===== src/rtl/ex_muldiv.sv =====
// Iterative RV32M multiply/divide unit: one operand bit per cycle, with
// sign fix-up after the unsigned core and a valid/ready result handshake.
//
// Ports:
//   clk       - clock, all state changes on the rising edge
//   rst       - synchronous active-high reset
//   in_valid  - an operation is offered (op, a, b)
//   in_ready  - unit is idle and can accept an operation
//   op        - RV32M funct3 (MUL, MULH, MULHSU, MULHU, DIV, DIVU, REM, REMU)
//   a, b      - rs1 and rs2 operands
//   flush     - pipeline kill; discards any operation in flight
//   out_valid - result is available
//   out_ready - consumer takes the result
//   result    - 32-bit result, zero whenever out_valid is low
module ex_muldiv (
    input  logic        clk,
    input  logic        rst,
    input  logic        in_valid,
    output logic        in_ready,
    input  logic [2:0]  op,
    input  logic [31:0] a,
    input  logic [31:0] b,
    input  logic        flush,
    output logic        out_valid,
    input  logic        out_ready,
    output logic [31:0] result
);

    typedef enum logic [1:0] {
        IDLE,
        CALC,
        FIX,
        DONE
    } state_t;

    state_t      state_q;
    logic [4:0]  cnt_q;
    logic [2:0]  op_q;
    logic [31:0] bm_q;
    logic        neg_q;
    logic [63:0] prod_q;
    logic [31:0] quot_q;
    logic [31:0] rem_q;
    logic [31:0] res_q;
    logic        in_ready_q;
    logic        out_valid_q;
    logic [31:0] result_q;

    // Operand decode at accept time
    logic        sgn_a;
    logic        sgn_b;
    logic        a_neg;
    logic        b_neg;
    logic [31:0] a_mag;
    logic [31:0] b_mag;
    logic        div0;
    logic        ovf;
    logic [31:0] spec_res;
    logic        res_neg;

    always_comb begin
        sgn_a    = (op == 3'd1) || (op == 3'd2) || (op == 3'd4) || (op == 3'd6);
        sgn_b    = (op == 3'd1) || (op == 3'd4) || (op == 3'd6);
        a_neg    = sgn_a & a[31];
        b_neg    = sgn_b & b[31];
        a_mag    = a_neg ? (~a + 32'd1) : a;
        b_mag    = b_neg ? (~b + 32'd1) : b;
        div0     = op[2] && (b == 32'd0);
        ovf      = op[2] && !op[0] && (a == 32'h8000_0000)
                   && (b == 32'hFFFF_FFFF);
        // REM/REMU take a (b=0) or 0 (overflow); DIV/DIVU all-ones or INT_MIN
        if (div0) begin
            spec_res = op[1] ? a : 32'hFFFF_FFFF;
        end else begin
            spec_res = op[1] ? 32'd0 : 32'h8000_0000;
        end
        // Remainder follows the dividend sign; everything else sign(a)^sign(b)
        res_neg  = (op[2] && op[1]) ? a_neg : (a_neg ^ b_neg);
    end

    // Iteration datapath
    logic [32:0] madd;
    logic [63:0] prod_d;
    logic [32:0] dsh;
    logic [33:0] ddiff;
    logic [31:0] quot_d;
    logic [31:0] rem_d;

    always_comb begin
        // Shift-add: low half holds the remaining multiplier bits
        madd   = {1'b0, prod_q[63:32]}
                 + (prod_q[0] ? {1'b0, bm_q} : 33'd0);
        prod_d = {madd, prod_q[31:1]};
        // Restoring divide: quot_q shifts dividend bits out, quotient bits in
        dsh    = {rem_q, quot_q[31]};
        ddiff  = {1'b0, dsh} - {2'b00, bm_q};
        if (!ddiff[33]) begin
            rem_d  = ddiff[31:0];
            quot_d = {quot_q[30:0], 1'b1};
        end else begin
            rem_d  = dsh[31:0];
            quot_d = {quot_q[30:0], 1'b0};
        end
    end

    // Sign fix-up and result selection
    logic [63:0] prod_s;
    logic [31:0] quot_s;
    logic [31:0] rem_s;
    logic [31:0] fix_res;

    always_comb begin
        prod_s = neg_q ? (~prod_q + 64'd1) : prod_q;
        quot_s = neg_q ? (~quot_q + 32'd1) : quot_q;
        rem_s  = neg_q ? (~rem_q + 32'd1) : rem_q;
        unique case (op_q)
            3'd0:    fix_res = prod_s[31:0];
            3'd1,
            3'd2,
            3'd3:    fix_res = prod_s[63:32];
            3'd4,
            3'd5:    fix_res = quot_s;
            default: fix_res = rem_s;
        endcase
    end

    always_ff @(posedge clk) begin
        if (rst) begin
            state_q     <= IDLE;
            cnt_q       <= 5'd0;
            op_q        <= 3'd0;
            bm_q        <= 32'd0;
            neg_q       <= 1'b0;
            prod_q      <= 64'd0;
            quot_q      <= 32'd0;
            rem_q       <= 32'd0;
            res_q       <= 32'd0;
            in_ready_q  <= 1'b1;
            out_valid_q <= 1'b0;
            result_q    <= 32'd0;
        end else if (flush) begin
            state_q     <= IDLE;
            cnt_q       <= 5'd0;
            in_ready_q  <= 1'b1;
            out_valid_q <= 1'b0;
            result_q    <= 32'd0;
        end else begin
            unique case (state_q)
                IDLE: begin
                    if (in_valid) begin
                        op_q       <= op;
                        bm_q       <= b_mag;
                        neg_q      <= res_neg;
                        prod_q     <= {32'd0, a_mag};
                        quot_q     <= a_mag;
                        rem_q      <= 32'd0;
                        cnt_q      <= 5'd0;
                        in_ready_q <= 1'b0;
                        if (div0 || ovf) begin
                            res_q   <= spec_res;
                            state_q <= DONE;
                        end else begin
                            state_q <= CALC;
                        end
                    end
                end
                CALC: begin
                    if (op_q[2]) begin
                        quot_q <= quot_d;
                        rem_q  <= rem_d;
                    end else begin
                        prod_q <= prod_d;
                    end
                    cnt_q <= cnt_q + 5'd1;
                    if (cnt_q == 5'd31) begin
                        state_q <= FIX;
                    end
                end
                FIX: begin
                    res_q   <= fix_res;
                    state_q <= DONE;
                end
                DONE: begin
                    // out_valid rises one cycle after entering DONE
                    if (out_valid_q && out_ready) begin
                        state_q     <= IDLE;
                        in_ready_q  <= 1'b1;
                        out_valid_q <= 1'b0;
                        result_q    <= 32'd0;
                    end else if (!out_valid_q) begin
                        out_valid_q <= 1'b1;
                        result_q    <= res_q;
                    end
                end
                default: begin
                    state_q <= IDLE;
                end
            endcase
        end
    end

    assign in_ready  = in_ready_q;
    assign out_valid = out_valid_q;
    assign result    = result_q;

endmodule


===== config.mk =====
export PLATFORM = sky130hd
export DESIGN_NAME = ex_muldiv
export DESIGN_NICKNAME = d
export VERILOG_FILES = /design/src/rtl/ex_muldiv.sv
export SDC_FILE = /design/constraint.sdc
export NUM_CORES = 1
export LEC_CHECK = 0
export CAP_MARGIN = 0
export CORE_MARGIN = 5
export CORE_UTILIZATION = 38
export CTS_CLUSTER_SIZE = 25
export DETAILED_ROUTE_END_ITERATION = 7
export GPL_TIMING_DRIVEN = 0
export REMOVE_ABC_BUFFERS = 1
export SLEW_MARGIN = 25
export SYNTH_ARGS = -nofsm -noshare
export SYNTH_HDL_FRONTEND = slang
export SYNTH_SLANG_ARGS = --single-unit

===== constraint.sdc =====
create_clock -name clk -period 6 [get_ports clk]
set_clock_uncertainty 0.1 [all_clocks]
set_input_delay 1.5 -clock clk [delete_from_list [all_inputs] [get_ports clk]]
set_output_delay 1.5 -clock clk [all_outputs]
set_load 0.02 [all_outputs]

==> results.toml, run 1 <==
[synth]
netlist_area_um2 = 17600
synth_compound_area_share_pct = 27.8
syn_avg_cell_area_um2 = 7.43
muxShareOfSynthArea_pct = 0.647
ys_types = 83
synthAdderAreaFrac_pct = 5.63
synthArstFlopShare_pct = 0
synth-xor-area-share_pct = 10.5
synth_edf_count = 0
yosysSeqAreaShare_pct = 26.9
synth_seq_cells = 237
yosys.area_share.simple_pct = 23.5
synth_most_common_cell = "nor2_1"
yosys_most_used_dff = "dfxtp_1"
synth_top_cell_area_share_pct = 26.9
yosysTopAreaCell = "dfxtp_1"
syn_inst = 2369
synth_top_family_by_area = "compound AO/OA/AOI/OAI gates"
ys_top_cells_by_count = "nor2_1, dfxtp_1, a21oi_1"
ys_warn_count = 0
synth.area.top_cells = "dfxtp_1, nor2_1, ha_1"

[setup_path]
regToRegEndpoint = "prod_q[60]"
cp_slowest_cell = "or4b_1"
crit_chain = "clkdlybuf4s50_1 -> or4_4 -> nor4_4 -> nand4b_2 -> or4b_1 -> o21ai_4 -> nand2_2 -> nand2_4 -> nand2_1 -> a2111oi_0 -> a2111oi_1"
cp-end-kind = "flip-flop"
rr_startpoint = "prod_q[0]"
crit_type = "in -> reg"
worstPathArrival_ps = 5930
reg2reg_slack_ps = 1770
cp-start-kind = "input pin"
required_ps = 6300
worst_r2r_path_depth = 12
worstPathMaxFanout = 41
cpPeakStageDelay_ps = 980

[clocking]
cts_setup_buffers = 0
cts_inserted_buffers = 29
cts_tree = "built"
ctsRootBufferMaster = "clkbuf_16"
clkLatencyLatePin_ps = 570
hold_buffers = 0
cts_max_path_buffers = 3
cts_sinks = 237
post_cts_resize_count = 0
clk_pin_slew_ps = 60
ctsHtreeMaxLevel = 1

[final_layout]
fin_cells = 2989
final_area_um2 = 20300
synthToLayoutAreaGrowth_pct = 15.1
drive_above_1_share_pct = 4.98
fin_nets = 2519
utilization_pct = 44.4
antenna_cells = 0

[floorplanning]
die_h_um = 225
dieArea_um2 = 50700
core_area_um2 = 45600
io_pins = 106
fp-row-count = 78
initial_core_util_pct = 38.6
die_x_um = 225

[placement]
place_congestion = 0.952
placed_area_um2 = 19300
numPortBuffers = 105
hpwl_um = 44700
dp.cells = 2938

[pwr]
vdd_drop_max_mv = 0.216
powerDensity_nw_per_um2 = 220
leakage_nw = 7.64
power_mw = 4.46

[timing]
finalSetupViolations = 0
rsz0062_at_grt = "false"
min_period_over_period_pct = 93.8
slew_headroom_pct = 30.4
max_freq_ghz = 0.178
final-max-slew-violation-count = 0
setup-tns-final_ps = 0
tightest_slew_ps = 1040
hold_viol_final = 0
period_needed_ps = 5630

[drt]
wl_per_cell_um = 19.5
vias = 17600
wl_um = 58400
drc = 0
dr.pass1.iters = 5
first_iter_violations = 1349
postRouteAntennaNets = 0
via_per_inst = 5.87

[hold_path]
hold_end = "res_q[17]"
min_path_cells = 2
hp-start = "res_q[17]"
min_path_type = "reg -> reg"

[grt]
grt_util_all_layers_pct = 22.0
gr-total-overflow = 0
grt_max_degree = 88
antenna_found_initial = 0
grt_pass1_wl_um = 92000
grt_pass1_vias = 16500

[outcome]
outcome = "finished, final reports clean"

[flow_run]
maxCapViolCount = 0
-- placed cells by master (no fill, tap or decap), types with 10 or more instances in the layout --
master / count
o22ai_1: 18
a22oi_1: 48
nor3_1: 93
o221ai_1: 13
o41ai_1: 21
nor4_1: 25
o21a_1: 10
dfxtp_1: 235
or4_1: 20
nor2_1: 358
inv_1: 69
or2_2: 11
o31ai_1: 45
a22o_1: 33
o211ai_1: 27
ha_1: 74
a311oi_1: 14
clkbuf_16: 29
and2_1: 15
a21o_1: 33
nand2_1: 163
o21ai_0: 147
a31oi_1: 15
nor2b_1: 17
xnor2_1: 108
a211oi_1: 52
nand3_1: 29
or3_1: 31
clkdlybuf4s50_1: 104
a21oi_1: 183
xor2_1: 103
nand2b_1: 31
nand4_1: 23
-- worst max path at each step --
stage / start / to / slack, ps / cells after the start
3_3_place_gp: state_q[1] / rem_q[30] / -6410 / 7
4_1_cts: b[9] / res_q[25] / 160 / 11
6_report: b[9] / res_q[25] / 370 / 11
2_1_floorplan: state_q[1] / rem_q[30] / -2030 / 7
3_5_place_dp: b[9] / res_q[25] / -440 / 11
5_1_grt: b[9] / res_q[25] / 170 / 11
-- layer usage --
layer  part of all wire [%]  vias up  GRT usage, %
met5                      0        -             0
met4                    3.2        0          7.28
met3                    6.3      109          2.29
met2                     45      590          35.5
met1                     46     8192          30.9
li1                       -     8659             -
-- logic make-up after synthesis --
| logic type | count (synthesis) |
|---|---|
| mux | 10 |
| fa+ha+maj | 78 |
| flops | 237 |
| compound gates | 740 |
| buf+inv | 223 |
| simple gates | 870 |
| xor+xnor | 211 |
-- cell type report --
| type | instances | area, um2 |
|---|---|---|
| clock buffer | 39 | 843 |
| clock inverter | 12 | 140 |
| fill | 4609 | 25300 |
| inverter | 70 | 264 |
| multi-input combinational | 1909 | 12100 |
| sequential | 237 | 4750 |
| tap | 600 | 751 |
| timing repair buffer | 122 | 1420 |
-- sequential cells by signal (all words and copies together) (netlist names) --
| register | cells |
|---|---|
| bm_q | 32 |
| cnt_q | 5 |
| in_ready | 1 |
| neg_q | 1 |
| op_q | 3 |
| out_valid | 1 |
| prod_q | 64 |
| quot_q | 32 |
| rem_q | 32 |
| res_q | 32 |
| result | 32 |
| state_q | 2 |
-- where the power goes --
| part | total, mW | switching, mW | internal [mW] |
|---|---|---|---|
| Clock | 1.82 | 0.719 | 1.10 |
| Combinational | 0.927 | 0.578 | 0.350 |
| Sequential | 1.71 | 0.0798 | 1.63 |
| Total | 4.46 | 1.38 | 3.08 |
-- worst max-delay path, delay by kind of cell --
| family | cells | cell delay [ps] |
|---|---|---|
| AOI/OAI and AO/OA | 3 | 1100 |
| buffers and inverters | 1 | 510 |
| and+or+nand+nor | 7 | 2790 |
-- stage by stage --
step                setup WS (ps)  hold WS (ps)
finish                        372           354
global route                  171           380
CTS                           162           359
detailed placement           -437           353
global placement            -6410           348
floorplan                   -2030           325
Note: power is estimated with default switching activity, not from simulation.
==> run 2, diff against run 1 <==
==> constraint.sdc (replaced) <==
create_clock -name clk -period 6 [get_ports clk]
set_clock_uncertainty 0.1 [all_clocks]
set_input_delay 1.8 -clock clk [delete_from_list [all_inputs] [get_ports clk]]
set_output_delay 1.8 -clock clk [all_outputs]
set_load 0.02 [all_outputs]
==> results.toml, run 2 (synthesized netlist as in run 1, its figures left out) <==
[floorplanning]
core_area_um2 = 45600
die_h_um = 225
dieArea_um2 = 50700
die_x_um = 225
io_pins = 106
initial_core_util_pct = 38.6
fp-row-count = 78

[final_layout]
synthToLayoutAreaGrowth_pct = 15.1
drive_above_1_share_pct = 4.98
final_area_um2 = 20300
regArea_um2 = 4750
largest_reg_flops = 64
multiInputGateArea_um2 = 12100
fin_nets = 2519
regMostFlops = "prod_q"
fillers = 4611
final_common_cell = "nor2_1"
antenna_cells = 0
final_cell_mix = "nor2_1, dfxtp_1, a21oi_1"

[clocking]
ctsHtreeMaxLevel = 1
cts_tree = "built"
clk_pin_slew_ps = 60
hold_buffers = 0
cts_max_path_buffers = 3
clkLatencyLatePin_ps = 560
cts_setup_buffers = 0
cts_inserted_buffers = 29
cts_sinks = 237
ctsRootBufferMaster = "clkbuf_16"

[drt]
dr.pass1.iters = 6
via_per_inst = 5.85
postRouteAntennaNets = 0
vias = 17500
wl_um = 58500
drc = 0
wl_per_cell_um = 19.6
first_iter_violations = 1309

[pwr]
power_frac_seq_pct = 38.2
clkPwrFrac_pct = 41.0
internal_power_mw = 3.08
pwr-share-comb_pct = 20.8
powerDensity_nw_per_um2 = 220
vdd_drop_max_mv = 0.218
p_sw_mw = 1.38
leakage_nw = 7.64
swShare_pct = 31.0

[grt]
grt_pass1_vias = 16500
grt_util_all_layers_pct = 22.0
grt_max_degree = 88
grt_pass1_wl_um = 92000
antenna_found_initial = 0
gr-total-overflow = 0

[setup_path]
worst-path-buf-inv = 1
cp_slowest_cell = "or4b_1"
crit_chain = "clkdlybuf4s50_1 -> or4_4 -> nor4_4 -> nand4b_2 -> or4b_1 -> o21ai_4 -> nand2_2 -> nand2_4 -> nand2_1 -> a2111oi_1 -> a2111oi_1"
cp-end-kind = "flip-flop"
crit_type = "in -> reg"
worstPathArrival_ps = 6090
path_delay_family = "simple AND/OR/NAND/NOR gates"
worstPathMaxFanout = 41
crit_top_cell = "a2111oi_1"
worst_r2r_path_depth = 12
cp-start-kind = "input pin"
required_ps = 6310
cpPeakStageDelay_ps = 970
cp_num_cells = 11

[timing]
finalSetupViolations = 0
max_freq_ghz = 0.173
tightest_slew_ps = 1010
final-max-slew-violation-count = 0
rsz0062_at_grt = "false"
hold_viol_final = 0
slew_headroom_pct = 32.4
finalWorstSetupSlack_ps = 222
min_period_over_period_pct = 96.3
period_needed_ps = 5780

[placement]
place_congestion = 0.952
hpwl_um = 44700
numPortBuffers = 105
place_ws_ps = -737
placed_area_um2 = 19300

[flow_run]
maxCapViolCount = 0

[hold_path]
min_path_cells = 2
min_path_type = "reg -> reg"

[outcome]
outcome = "finished, final reports clean"
## run 2: cell counts in the layout (fill, tap and decap cells not counted)
Identical to the previous run, type by type.
## run 2: path summary, 6_finish.rpt
path / start / to / slack (ps)
min reg2reg: res_q[17] / res_q[17] / 350
max reg2reg: prod_q[0] / prod_q[60] / 1800
max: b[9] / res_q[25] / 220
min: res_q[17] / res_q[17] / 350
## run 2: area by class of cell
cell class,count,share of cell area (%)
well taps,600,3.71
inverters,70,1.30
repair buffers,122,7.02
multi-input cells,1909,59.7
clock buffers,39,4.16
clock inverters,12,0.692
flip-flops and latches,237,23.4
## run 2: worst register-to-register path, stage by stage, from the launching register on
cell,delay (ps)
dfxtp_1,380
inv_1,710
nor2_1,150
ha_1,360
a21o_1,200
a2111oi_0,630
o31a_1,290
o21ai_0,290
a21oi_1,320
nand2_1,120
a21oi_1,260
nor2_1,70
o31ai_1,240
## run 2: power groups by stage
stage | Sequential, mW | Combinational (mW) | Clock [mW]
floorplan | 1.72 | 0.595 | 0
global placement | 1.74 | 0.883 | 0
detailed placement | 1.74 | 0.914 | 0
CTS | 1.70 | 0.919 | 1.87
global route | 1.71 | 1.01 | 1.93
finish | 1.71 | 0.927 | 1.83
## run 2: timing repair
action                                  in CTS  in global routing
gates cloned                                 0                  0
endpoints found under the setup margin       2                  1
resized for setup                            2                  1
## run 2: layer usage
metal,part of all wire [%],track usage [%],vias up
li1,-,-,8649
met1,47,30.9,8203
met2,45,35.6,527
met3,5.6,2.29,108
met4,3.3,7.28,0
met5,0,0,-
## run 2: per-stage QoR
| step | hold slack, ps | setup TNS (ps) | total power [mW] | util [%] | cells |
|---|---|---|---|---|---|
| 2_1_floorplan | 325 | -94960 | 2.31 | - | 2216 |
| 6_report | 354 | 0 | 4.46 | 44.5 | 2989 |
| 3_5_place_dp | 353 | -1810 | 2.65 | 42.3 | 2938 |
| 3_3_place_gp | 348 | -615790 | 2.63 | 41.2 | 2921 |
| 5_1_grt | 380 | 0 | 4.66 | 44.5 | 2989 |
| 4_1_cts | 359 | 0 | 4.49 | 44.4 | 2989 |
